**config.mk**
```make
export PLATFORM = sky130hd
export DESIGN_NAME = codes_enc_16to4_stream_flat
export DESIGN_NICKNAME = d
export VERILOG_FILES = /design/src/rtl/codes_enc_16to4_stream_if.sv /design/src/rtl/codes_enc_16to4_stream.sv /design/src/flat_wrapper.sv
export SDC_FILE = /design/constraint.sdc
export NUM_CORES = 1
export LEC_CHECK = 0
export CORE_MARGIN = 2
export CORE_UTILIZATION = 54
export CTS_CLUSTER_DIAMETER = 120
export DETAILED_ROUTE_END_ITERATION = 8
export MAX_ROUTING_LAYER = met4
export PLACE_DENSITY = 0.94
export REMOVE_ABC_BUFFERS = 1
export SKIP_LAST_GASP = 1
export SLEW_MARGIN = 25
export SYNTH_ARGS = -nofsm -noshare
export SYNTH_HDL_FRONTEND = slang
export SYNTH_SLANG_ARGS = --single-unit
```
**constraint.sdc**
```tcl
create_clock -name clk -period 3.94 [get_ports clk]
set_input_delay 0.394 -clock clk [delete_from_list [all_inputs] [get_ports clk]]
set_output_delay 0.394 -clock clk [all_outputs]
set_load 0.01 [all_outputs]
```
**src/rtl/codes_enc_16to4_stream_if.sv**
```systemverilog
// Stream bundle for the 16-to-4 encoder: a 16-bit vector in, 4-bit indices out.
// The master is the producer/consumer side. The slave is the encoder.
interface codes_enc_16to4_stream_if;
  logic        in_val;
  logic        in_rdy;
  logic [15:0] in_;
  logic        out_val;
  logic        out_rdy;
  logic [3:0]  out;
  logic        out_last;
  logic        out_zero;

  modport master (
    output in_val, in_, out_rdy,
    input  in_rdy, out_val, out, out_last, out_zero
  );

  modport slave (
    input  in_val, in_, out_rdy,
    output in_rdy, out_val, out, out_last, out_zero
  );
endinterface

```
**src/rtl/codes_enc_16to4_stream.sv**
```systemverilog
// Sequential 16-to-4 encoder: emits the index of every set bit of an accepted
// vector, lowest first, one per transfer; an all-zero vector yields one zero beat.
module codes_enc_16to4_stream (
  input  logic                            clk,
  input  logic                            reset,
  codes_enc_16to4_stream_if.slave         bus
);

  typedef enum logic {IDLE, BUSY} state_t;

  state_t      state, state_next;
  logic [15:0] pending, pending_next;
  logic        zero_flag, zero_flag_next;

  logic [15:0] pending_rest;
  logic [3:0]  low_index;
  logic        last_beat;
  logic        out_fire;
  logic        in_fire;

  function automatic logic [3:0] lowest_index(input logic [15:0] v);
    logic [3:0] idx;
    idx = 4'd0;
    for (int i = 15; i >= 0; i--) begin
      if (v[i]) idx = 4'(i);
    end
    return idx;
  endfunction

  // Subtracting one flips the lowest set bit and everything below it, so the
  // AND clears exactly the bit being emitted; zero rest means single bit left.
  assign pending_rest = pending & (pending - 16'd1);
  assign low_index    = lowest_index(pending);
  assign last_beat    = zero_flag || (pending_rest == 16'd0);

  // Outputs come from registered state only; no in_ -> out path.
  assign bus.out_val  = (state == BUSY);
  assign bus.out      = (state == BUSY && !zero_flag) ? low_index : 4'd0;
  assign bus.out_last = (state == BUSY) && last_beat;
  assign bus.out_zero = (state == BUSY) && zero_flag;

  // in_rdy looks through to out_rdy so a new vector can follow the final beat
  // with no bubble; it is forced low while reset is held.
  assign bus.in_rdy = !reset &&
                      ((state == IDLE) || (bus.out_rdy && last_beat));

  assign out_fire = bus.out_val && bus.out_rdy;
  assign in_fire  = bus.in_val && bus.in_rdy;

  always_comb begin
    // NOTE: every combinational output gets a default first so no path
    // through the case can leave one unassigned and infer a latch.
    state_next     = state;
    pending_next   = pending;
    zero_flag_next = zero_flag;

    unique case (state)
      IDLE: begin
        if (in_fire) begin
          pending_next   = bus.in_;
          zero_flag_next = (bus.in_ == 16'd0);
          state_next     = BUSY;
        end
      end
      BUSY: begin
        if (out_fire) begin
          pending_next = pending_rest;
          if (last_beat) begin
            if (in_fire) begin
              pending_next   = bus.in_;
              zero_flag_next = (bus.in_ == 16'd0);
            end else begin
              zero_flag_next = 1'b0;
              state_next     = IDLE;
            end
          end
        end
      end
      default: state_next = IDLE;
    endcase
  end

  // NOTE: state registers use non-blocking assignments so all of them update
  // together from values sampled at the same edge.
  always_ff @(posedge clk or posedge reset) begin
    if (reset) begin
      state     <= IDLE;
      pending   <= 16'd0;
      zero_flag <= 1'b0;
    end else begin
      state     <= state_next;
      pending   <= pending_next;
      zero_flag <= zero_flag_next;
    end
  end

endmodule

```
**src/flat_wrapper.sv**
```systemverilog
// flat-port wrapper written by rule: the top's interface ports become plain ports
module codes_enc_16to4_stream_flat 
  (clk, reset, bus_in_val, bus_in_, bus_out_rdy, bus_in_rdy, bus_out_val, bus_out, bus_out_last, bus_out_zero);
  codes_enc_16to4_stream_if bus_i ();
  input  logic clk;
  input  logic reset;
  input wire logic [$bits(bus_i.in_val)-1:0] bus_in_val;
  input wire logic [$bits(bus_i.in_)-1:0] bus_in_;
  input wire logic [$bits(bus_i.out_rdy)-1:0] bus_out_rdy;
  output wire logic [$bits(bus_i.in_rdy)-1:0] bus_in_rdy;
  output wire logic [$bits(bus_i.out_val)-1:0] bus_out_val;
  output wire logic [$bits(bus_i.out)-1:0] bus_out;
  output wire logic [$bits(bus_i.out_last)-1:0] bus_out_last;
  output wire logic [$bits(bus_i.out_zero)-1:0] bus_out_zero;
  assign bus_i.in_val = bus_in_val;
  assign bus_i.in_ = bus_in_;
  assign bus_i.out_rdy = bus_out_rdy;
  assign bus_in_rdy = bus_i.in_rdy;
  assign bus_out_val = bus_i.out_val;
  assign bus_out = bus_i.out;
  assign bus_out_last = bus_i.out_last;
  assign bus_out_zero = bus_i.out_zero;
  codes_enc_16to4_stream u_core (.clk(clk), .reset(reset), .bus(bus_i));
endmodule
```
==> results.md, run 1 <==
- Worst VDD drop: 0.0006678 V
- Comb power frac: 65.6%
- Post-synth EDFFs: 0
- Clk_lat worst skew: 300 ps
- Pleak: 0.6733 nW
- Die Ht: 53.37 um
- Clock buffer count from CTS: 3
- Die X: 53.37 um
- PnR worst setup slack: 256.2 ps
- ANT cells: 0
- Pwr Density: 844.0 nW/um2
- Synth Area in Compound Gates: 29.28%
- Clock Sinks: 18
- First-pass GRT wire length: 5692 um
- Die ar.: 2848 um2
- CTS tree: yes
- Maxcap violations: 0
- Unrepaired setup endpoints after global routing: false
- Area leader, netlist: dfrtp_1
- FF+latch area: 450.4 um2
- Hold Path Class: in2async
- Clk slew on worst S/H paths: 110 ps
- Global Route Usage Sum: 28.19%
- Final setup viols: 0
- Vias in the first global route: 1274
- Core Area: 2255 um2
- IO Count: 28
- Syn Area/Cell: 7.835 um2
- Antenna Nets Post-Route: 0
- CTS H-tree depth: 1
- Commonest non-fill, non-tap cell in the layout: clkdlybuf4s50_1
- R2r worst-path depth: 6
- Area growth from synthesis to layout: 22.91%
- Flop pwr share: 25.8%
- Initial Utilization: 58.38%
- 1st-iter DRT viols: 64
- Fill count: 191
- Main synth FF type: dfrtp_1
- Fmax: 271.5 MHz
- Most frequent cells in the layout: clkdlybuf4s50_1 (27), nand2_1 (22), o21ai_0 (20)
- Synth Area in Adders: 1.521%
- Via-to-Cell Ratio: 6.416
- DP HPWL: 2621 um
- Mapped Area: 1316 um2
- Post-synth top area share: 34.22%
- CTS max path bufs: 2
- Xor and xnor area share after synthesis: 0%
- Status: completed
- GPL Wtd Cong: 0.8832
- Period utilization: 93.50%
- Switching Share: 46.70%
- Fin. Hold Viols: 0
- Slew Viols, Final: 0
- Sequential area share after synthesis: 34.22%
- Layout cell share with drive strength beyond 1: 6.806%
- CP max FO: 12
- CTS root buf: clkbuf_4
- Post-synthesis simple-gate area fraction: 27.57%
- Int Power: 0.7277 mW
- Setup_tns: 0 ps
- Combinational family with the most area after synthesis: compound AO/OA/AOI/OAI gates
- Drt total wl: 3450 um
- Setup WS pre-CTS: 449.4 ps
- Setup Skew: 6.310 ps
- Post-synthesis cell type count: 40
- Largest net degree at the start of global routing: 20
- DR vias: 1405
- Total gr overflow: 0
- Gate count of the mapped netlist: 168
- Synth area leaders: dfrtp_1 (34%), o21ai_0 (8.0%), nand2_1 (6.3%), nor2_1 (4.0%), a21oi_1 (3.0%)
- Residual DRC: 0
- Row count: 17
- Sw Pwr: 0.6377 mW
- Nets: 212
- Multi-input gate area: 780.7 um2
- CP Launch Type: register
- Arrival time of the worst setup path: 3290 ps
- Pre-antenna DRT Iters: 4
- Rel. slew slack: 63.74%
- Worst setup EP type: output port
- Synth async-reset ratio: 100.0%
- Clock power share: 8.6%
- Initial antenna violation count: 0
- Synth warn: 0
- Min Tclk post-route: 3684 ps
- Slew @ Worst Pin: 538.9 ps
- Multiplexer share of the synthesized area: 0%
- Buffers on Ports: 27
- Final core utilization: 71.75%
- Yosys reg bits: 18
- Worst setup path category: reg2out
- Post-DR wirelength/cell: 15.75 um
- Critical path required time: 3550 ps
## cells by family (layout without fill, tap and decap cells)
logic type | after synthesis | after routing
DFF | 18 | 18
buffers and inverters | 19 | 42
adders and majority gates | 2 | 2
AOI/OAI and AO/OA | 57 | 57
and+or+nand+nor | 72 | 72
## registers in the layout (all words and copies together), names as in the netlist
register            flops
u_core.pending         16
u_core.bus.out_val      1
u_core.zero_flag        1
## critical path: stages, from the launching register on
cell and delay, ps:
dfrtp_1 480, or4_4 650, or2_2 350, a2bb2oi_1 180
a211oi_2 280, a21oi_1 170, o21ai_1 180, and2_1 150
clkdlybuf4s50_1 550
## power by group through the flow
stage          sequential (mW)  clock, mW  combinational, mW
6_report                 0.352      0.117              0.896
5_1_grt                  0.363      0.126              0.994
4_1_cts                  0.346      0.119              0.862
3_5_place_dp             0.351          0              0.853
3_3_place_gp             0.344          0              0.840
2_1_floorplan            0.323          0              0.570
## cell usage after synthesis (all sizes together) (3+ instances only)
master  number
a21oi        8
and2         4
buf          4
clkbuf       5
dfrtp       18
inv         10
nand2       22
nand2b       3
nand3        4
nor2        14
nor2b        3
nor3         4
nor4         6
o21ai       23
o21bai       3
o311ai       4
or3          4
or4          5
## final timing paths
kind,startpoint,endpoint,slack [ps]
setup reg to reg,u_core.pending[0],u_core.pending[1],1120
hold / removal,reset,u_core.bus.out_val,430
setup / recovery,u_core.pending[0],bus_in_rdy,260
min in group clk,u_core.zero_flag,u_core.zero_flag,610
max in group asynchronous,reset,u_core.pending[7],3300
hold reg to reg,u_core.zero_flag,u_core.zero_flag,610
## cell type report
| cell class | count | share of cell area [%] |
|---|---|---|
| Multi-Input combinational cell | 131 | 48.26 |
| Sequential cell | 18 | 27.84 |
| Timing Repair Buffer | 28 | 17.17 |
| Inverter | 10 | 2.320 |
| Clock buffer | 4 | 2.243 |
| Tap cell | 28 | 2.166 |
## layer usage
layer	wire length (um)	part of all wire, %	GRT usage (%)
met1	1494	43	37.24
met5	0	0	-
met3	243	7.0	4.237
met4	72	2.1	11.11
met2	1640	48	43.21
## what timing repair did
action	4_1_cts	5_1_grt
setup buffers	0	0
hold buffers	0	0
gates resized for setup	0	4
setup endpoints to repair	0	1
## metrics by stage
step / power [mW] / instances / hold slack [ps] / cell area (um2)
6_report: 1.365 / 219 / 427.5 / 1618
4_1_cts: 1.327 / 219 / 427.1 / 1605
3_3_place_gp: 1.184 / 215 / 577.7 / 1569
5_1_grt: 1.483 / 219 / 497.5 / 1618
3_5_place_dp: 1.203 / 215 / 577.2 / 1569
2_1_floorplan: 0.8934 / 159 / 337.7 / 1256
Note: power is estimated with default switching activity, not from simulation.
==> run 2, diff against run 1 <==
CORE_MARGIN = 1   (was 2)
GPL_ROUTABILITY_DRIVEN = 0   (was not set)
SLEW_MARGIN = 20   (was 25)
==> run 2 against run 1 <==
Setup slack got worse by 94 ps. Die area fell by 7.4%. Via count rose by 2.1%. Critical path depth did not move. Clock power barely moved. Sequential share of layout area barely moved. Total power rose by 1.1%. Design area fell by 0.15%. Non-clock buffer count fell by 1. Critical path type unchanged.
==> results.md, run 2 (synthesized netlist as in run 1, its figures left out) <==
- Most frequent cells in the layout: clkdlybuf4s50_1 (27), nand2_1 (22), o21ai_0 (21)
- Die X: 51.37 um
- Clk_lat worst skew: 300 ps
- ANT cells: 0
- Core Area: 2255 um2
- CTS tree: yes
- Slew @ Worst Pin: 708.9 ps
- Nets: 211
- Slew Viols, Final: 0
- IO Count: 28
- Global Route Usage Sum: 30.54%
- Commonest non-fill, non-tap cell in the layout: clkdlybuf4s50_1
- 1st-iter DRT viols: 65
- Layout cell share with drive strength beyond 1: 6.842%
- Worst setup EP type: output port
- Final setup viols: 0
- Clk slew on worst S/H paths: 110 ps
- Period utilization: 95.89%
- Total gr overflow: 0
- Pwr Density: 854.2 nW/um2
- Rel. slew slack: 52.69%
- Fill count: 183
- Via-to-Cell Ratio: 6.578
- Min Tclk post-route: 3778 ps
- Maxcap violations: 0
- DR vias: 1434
- FF+latch area: 450.4 um2
- Top reg by flops: u_core.pending
- Pre-antenna DRT Iters: 5
- Arrival time of the worst setup path: 3380 ps
- Die ar.: 2639 um2
- Vias in the first global route: 1319
- Hold WS: 533.6 ps
- Residual DRC: 0
- Worst VDD drop: 0.0006374 V
- Antenna Nets Post-Route: 0
- Die Ht: 51.37 um
- CP max FO: 12
- Fmax: 264.7 MHz
- Setup_tns: 0 ps
- Multi-input gate area: 785.8 um2
- Clock buffer count from CTS: 3
- Unrepaired setup endpoints after global routing: false
- Clock Sinks: 18
- Critical path required time: 3550 ps
- Area growth from synthesis to layout: 22.72%
- Buffers on Ports: 27
- CP Launch Type: register
- First-pass GRT wire length: 5823 um
- CTS root buf: clkbuf_4
- Max reg flops: 16
- Post-DR wirelength/cell: 16.00 um
- Hold Path Class: in2async
- DP HPWL: 2614 um
- Row count: 17
- CTS max path bufs: 2
- Initial antenna violation count: 0
- Status: completed
- Fin. Hold Viols: 0
- Initial Utilization: 58.38%
- CTS H-tree depth: 1
- Setup Skew: 7.402 ps
- Drt total wl: 3489 um
- Worst setup path category: reg2out
- Pleak: 0.6697 nW
- Largest net degree at the start of global routing: 20
run 2: cell count changes in the layout (fill, tap and decap cells not counted):
cell | previous run | this run
buf_4 | 1 | 0
a2111oi_2 | 0 | 1
a2111oi_1 | 1 | 0
o21ai_0 | 20 | 21
o21ai_1 | 3 | 2
run 2: area by class of cell:
| cell class | count | area share, % |
|---|---|---|
| clock buffers | 4 | 2.246 |
| inverters | 10 | 2.324 |
| flip-flops and latches | 18 | 27.89 |
| repair buffers | 27 | 16.73 |
| multi-input cells | 131 | 48.64 |
| well taps | 28 | 2.169 |
run 2: timing repair:
action	CTS	global route
gates resized for setup	1	3
endpoints found under the setup margin	1	1
hold buffers	0	0
setup buffers	0	0
run 2: per-stage QoR:
stage	worst slack [ps]	power (mW)	util (%)	instance area (um2)	std cells
2_1_floorplan	1180	0.8934	-	1256	159
3_3_place_gp	571.3	1.171	69.26	1562	214
4_1_cts	49.40	1.325	70.92	1599	218
6_report	162.0	1.380	71.64	1615	218
5_1_grt	67.07	1.487	71.64	1615	218
3_5_place_dp	337.7	1.202	69.26	1562	214
run 2: power by group:
group	internal [mW]	total (mW)	switching [mW]
sequential	0.245	0.357	0.112
clock	0.0563	0.115	0.0589
combinational	0.430	0.907	0.477
total	0.732	1.38	0.648
run 2: worst max-delay path: stages (launching register included):
cell,delay (ps)
dfrtp_1,480
or4_4,650
or2_2,350
a2bb2oi_1,180
a211oi_2,290
a21oi_1,170
o21ai_0,230
and2_1,170
clkdlybuf4s50_1,560
run 2: routing by layer:
metal	vias to the layer above	share of wire [%]	track usage [%]	wire, um
met5	-	0	-	0
met2	75	49	46.32	1713
met3	6	7.3	4.762	254
li1	670	-	-	-
met1	683	42	38.75	1473
met4	0	1.4	16.67	48
run 2: path summary, 6_finish.rpt:
path,startpoint,end,cells past startpoint,slack [ps]
worst max-delay path,u_core.pending[0],bus_in_rdy,8,160
worst min-delay path,reset,u_core.bus.out_val,2,530
max in group asynchronous,reset,u_core.pending[8],2,2950
min in group clk,u_core.zero_flag,u_core.zero_flag,1,610
worst min register to register,u_core.zero_flag,u_core.zero_flag,1,610
worst max register to register,u_core.pending[0],u_core.pending[7],6,1050
